[config.mk]
export PLATFORM = sky130hd
export DESIGN_NAME = rr_grant_indexer
export DESIGN_NICKNAME = d
export VERILOG_FILES = /design/src/rtl/rr_grant_indexer.sv
export SDC_FILE = /design/constraint.sdc
export NUM_CORES = 1
export LEC_CHECK = 0
export ABC_CLOCK_PERIOD_IN_PS = 9500
export BUFFER_PORTS_ARGS = -buffer_cell sky130_fd_sc_hd__buf_2
export CAP_MARGIN = 10
export CORE_MARGIN = 2
export CORE_UTILIZATION = 62
export DETAILED_ROUTE_END_ITERATION = 12
export PLACE_DENSITY = 0.94
export SLEW_MARGIN = 20
export SYNTH_ARGS = -nofsm -noshare
export SYNTH_HDL_FRONTEND = slang
export SYNTH_SLANG_ARGS = --single-unit
[constraint.sdc]
create_clock -name clk -period 9.5 [get_ports clk]
set_clock_uncertainty 0.05 [all_clocks]
set_input_delay 0.475 -clock clk [delete_from_list [all_inputs] [get_ports clk]]
set_output_delay 0.475 -clock clk [all_outputs]
set_load 0.02 [all_outputs]
[src/rtl/rr_grant_indexer.sv]
// Round-robin arbiter for eight requesters with a registered grant index and valid flag.
// Optional forced release after HOLD_MAX+1 cycles when RR_TIMEOUT_EN is defined.
module rr_grant_indexer #(
  parameter int unsigned HOLD_MAX = 15
) (
  input  logic       clk,
  input  logic       rst_n,
  input  logic [7:0] req_i,
  input  logic       done_i,
  output logic [2:0] gnt_idx_o,
  output logic       gnt_valid_o,
  output logic       busy_o
);

  typedef enum logic [1:0] {StIdle, StGrant, StRelease} state_e;

  state_e     state_q, state_d;
  logic [2:0] gnt_idx_q, gnt_idx_d;
  logic       gnt_valid_q, gnt_valid_d;
  logic       busy_q, busy_d;
  logic [2:0] last_q, last_d;
  logic [2:0] pick;
  logic       hold_expired;
  logic       grant_exit;

  if (HOLD_MAX < 1 || HOLD_MAX > 255) begin : g_hold_chk
    $error("HOLD_MAX must be within 1..255");
  end

  // Search starts one past the last owner; offset 8 wraps back onto last_q itself.
  always_comb begin
    logic       found;
    logic [2:0] cand;
    pick  = last_q;
    found = 1'b0;
    cand  = last_q;
    for (int k = 1; k <= 8; k++) begin
      cand = last_q + 3'(k);
      if (!found && req_i[cand]) begin
        pick  = cand;
        found = 1'b1;
      end
    end
  end

`ifdef RR_TIMEOUT_EN
  logic [7:0] hold_cnt_q, hold_cnt_d;

  assign hold_expired = (hold_cnt_q == 8'(HOLD_MAX));
  assign hold_cnt_d   = (state_q == StGrant) ? hold_cnt_q + 8'd1 : 8'd0;

  always_ff @(posedge clk or negedge rst_n) begin
    if (!rst_n) begin
      hold_cnt_q <= 8'd0;
    end else begin
      hold_cnt_q <= hold_cnt_d;
    end
  end
`else
  assign hold_expired = 1'b0;
`endif

  assign grant_exit = done_i || !req_i[gnt_idx_q] || hold_expired;

  always_comb begin
    state_d     = state_q;
    gnt_idx_d   = gnt_idx_q;
    gnt_valid_d = gnt_valid_q;
    last_d      = last_q;
    unique case (state_q)
      StIdle: begin
        if (|req_i) begin
          gnt_idx_d   = pick;
          gnt_valid_d = 1'b1;
          state_d     = StGrant;
        end
      end
      StGrant: begin
        if (grant_exit) begin
          gnt_valid_d = 1'b0;
          state_d     = StRelease;
        end
      end
      StRelease: begin
        // Dead cycle: requests ignored so two owners never see overlapping enables.
        last_d  = gnt_idx_q;
        state_d = StIdle;
      end
      default: begin
        gnt_valid_d = 1'b0;
        state_d     = StIdle;
      end
    endcase
    busy_d = (state_d != StIdle);
  end

  always_ff @(posedge clk or negedge rst_n) begin
    if (!rst_n) begin
      state_q     <= StIdle;
      gnt_idx_q   <= 3'd0;
      gnt_valid_q <= 1'b0;
      busy_q      <= 1'b0;
      last_q      <= 3'd7;
    end else begin
      state_q     <= state_d;
      gnt_idx_q   <= gnt_idx_d;
      gnt_valid_q <= gnt_valid_d;
      busy_q      <= busy_d;
      last_q      <= last_d;
    end
  end

  assign gnt_idx_o   = gnt_idx_q;
  assign gnt_valid_o = gnt_valid_q;
  assign busy_o      = busy_q;

endmodule

==> metrics.md <==
| Metric | Value |
|---|---|
| Count leader, synth | o21ai_0 |
| Largest family of logic cells by synthesized area | multiplexers |
| Clock-pin slew on the worst setup and hold paths | 0.06 ns |
| Compound-Gate Fraction of Synth Area | 24.43% |
| DR iter-0 viols | 68 |
| Ys flop type | dfrtp_1 |
| Root Driver | clkbuf_4 |
| Multi-input gate area | 994.7 um^2 |
| Yosys cell types | 51 |
| Final TNS setup | 0 ns |
| Relative slew slack | 43.57% |
| Worst-path fanout max | 21 |
| Final Hold Viols | 0 |
| Gr usage total | 28.90% |
| Placer Congestion | 0.9714 |
| Final Max Tran Viols | 0 |
| Share of cells above drive strength 1 | 28.86% |
| Mux cell area share after synthesis | 30.25% |
| Post-synth top area cell | mux4_2 |
| Vias | 1242 |
| Initial Utilization | 66.16% |
| Top-area cell type share of the netlist area | 15.46% |
| Worst EP required | 9.60 ns |
| H-Tree Depth | 1 |
| Worst r2r src | last_q[0]$_DFFE_PN1N_ |
| # diodes | 0 |
| DRT Pass-1 Iters | 4 |
| Rows | 16 |
| Setup bufs post-CTS | 0 |
| Fmax | 281.1 MHz |
| Port Buffers | 15 |
| Largest net degree at the start of global routing | 22 |
| Ys async rst share | 100.0% |
| Wire per inst | 18.98 um |
| CP cell instances | inv_1, ha_1, nor2b_1, a211oi_1, a221oi_2, o2111a_1, or3_1, a31o_1 |
| Routed wl met2 | 1.609 mm |
| Mapped Area | 0.001311 mm^2 |
| RSZ-0062 raised after global routing | no |
| EDFF count, synth | 0 |
| WL met1 | 1.353 mm |
| R2R Path End | gnt_idx_o[0]$_DFFE_PN0P_ |
| Slew of the pin with the lowest slew margin | 0.8414 ns |
| Critical path's largest stage delay | 0.80 ns |
| Startpoint Class | flop |
| Outcome | complete, no violations |
| Skew-Pair Late Insertion Delay | 0.26 ns |
| Yosys reg bits | 10 |
| Tmin final | 3.558 ns |
| DIE HEIGHT | 49.99 um |
| Initial antenna violation count | 0 |
| Post-synth top cells | o21ai_0, mux4_2, nand2_1 |
| I/O pin cnt | 16 |
| Setup violators final | 0 |
| Reg-to-reg slack, setup | 5.94 ns |
| CTS Sinks | 10 |
| CTS tree | yes |
| Wire length on met3 | 334 um |
| Fin crit share | 37.45% |
| Total wire length | 3.341 mm |
| Syn Inst Count | 136 |
| Top sig layer | met4 |
| Post_cts resized | 0 |
| First-pass GRT wire length | 5.506 mm |
| DR vias/cell | 7.057 |
| Syn-to-layout area delta | 7.252% |
| Seq/Total Area, Yosys | 19.37% |
| Arrival @ worst endpoint | 3.66 ns |
| Adder-Cell Fraction of Synth Area | 1.908% |
| Worst r2r path cells | 8 |
| Hold buffer count at CTS | 0 |
| Chip width | 49.99 um |
| Vias in the first global route | 1137 |
| Syn Area/Cell | 9.642 um^2 |
| Synth Warn # | 0 |
| Fillers | 142 |
| Core ar. | 0.001982 mm^2 |
| DRC Markers | 0 |
| Critical Path End Type | flop |
| Number of routed nets with antenna violations | 0 |
| Xor/xnor share of the synthesized area | 3.340% |
| Total CTS buffers | 3 |
| Worst min-delay path class | input pin to asynchronous set/reset pin |
| Nets@finish | 163 |
| MaxCap Viol Count | 0 |
| CP Class | flop to flop |
| Die area | 0.002499 mm^2 |
| Syn Nets | 149 |
| Clock buffer depth | 2 |
| Total global routing overflow | 0 |
| Register area | 254.0 um^2 |
| Post-DP HPWL | 2.617 mm |
| Simple-Gate Fraction of Synth Area | 15.94% |
| Critical path's slowest cell | dfstp_2 |
| Ranking of synthesized cells by area | mux4_2, dfrtp_1, dfstp_2 |
[per-layer routing]
metal | vias up | track usage, %
met5 | - | 0
met4 | 0 | 4.630
met3 | 4 | 6.364
met2 | 77 | 44.96
met1 | 586 | 41.72
li1 | 575 | -
[sequential cells by signal, indices dropped and copies added, names as in the netlist]
| signal | flops |
|---|---|
| gnt_idx_o | 3 |
| last_q | 3 |
| state_q | 2 |
| busy_o | 1 |
| gnt_valid_o | 1 |
[worst max-delay path: cells and delay by family, from the launching register on]
family	cells	cell delay [ns]
buffers and inverters	1	0.16
adders and majority gates	1	0.57
DFF	1	0.80
AOI/OAI and AO/OA	4	1.43
and+or+nand+nor	2	0.44
[worst max path at each step]
stage / to / cells past startpoint / start
5_1_grt: gnt_idx_o[0]$_DFFE_PN0P_ / 8 / last_q[0]$_DFFE_PN1N_
2_1_floorplan: gnt_idx_o[0]$_DFFE_PN0P_ / 11 / last_q[0]$_DFFE_PN1N_
4_1_cts: gnt_idx_o[0]$_DFFE_PN0P_ / 8 / last_q[0]$_DFFE_PN1N_
3_3_place_gp: gnt_idx_o[0]$_DFFE_PN0P_ / 8 / last_q[0]$_DFFE_PN1N_
6_report: gnt_idx_o[0]$_DFFE_PN0P_ / 8 / last_q[0]$_DFFE_PN1N_
3_5_place_dp: gnt_idx_o[0]$_DFFE_PN0P_ / 8 / last_q[0]$_DFFE_PN1N_
[cell type report]
class	count	area share [%]
Clock buffer	4	1.868
Inverter	6	1.601
Multi-Input combinational cell	114	70.73
Sequential cell	10	18.06
Tap cell	27	2.402
Timing Repair Buffer	15	5.338
[per-stage QoR]
step	util (%)	setup WS, ns	hold slack [ns]	cell area [um^2]	std cells
floorplan	-	6.340	0.1294	1311	136
global placement	69.63	6.217	0.2865	1380	172
detailed placement	69.63	6.041	0.2941	1380	172
CTS	70.96	6.035	0.007965	1406	176
global route	70.96	5.795	0.02309	1406	176
finish	70.96	5.942	0.009716	1406	176
[cells in the final DEF (no fill, tap or decap), types with 3 or more instances in the layout]
cell,synthesis,final
dfrtp_1,7,7
a31oi_1,3,3
mux2_2,6,6
xnor2_1,3,3
nor3_1,3,3
inv_1,6,6
nand2b_1,3,3
o21ai_0,10,10
buf_2,2,15
nand2_1,8,8
dfstp_2,3,3
a21oi_1,4,4
clkbuf_4,0,3
mux4_2,9,9
mux2i_1,7,7
nand3_1,3,3
nor4_1,3,3
nor2_1,7,7
a211oi_1,4,4
nor2b_1,3,3
[cells by family after synthesis]
family / count (synthesis)
XOR/XNOR: 5
adder cells (fa/ha/maj): 2
buffers and inverters: 12
AND/OR/NAND/NOR: 39
flip-flops: 10
multiplexers: 25
AO/OA/AOI/OAI: 43
Power is not shown: default switching activity piles up to over one toggle a cycle in this logic, so the estimate is an artifact.
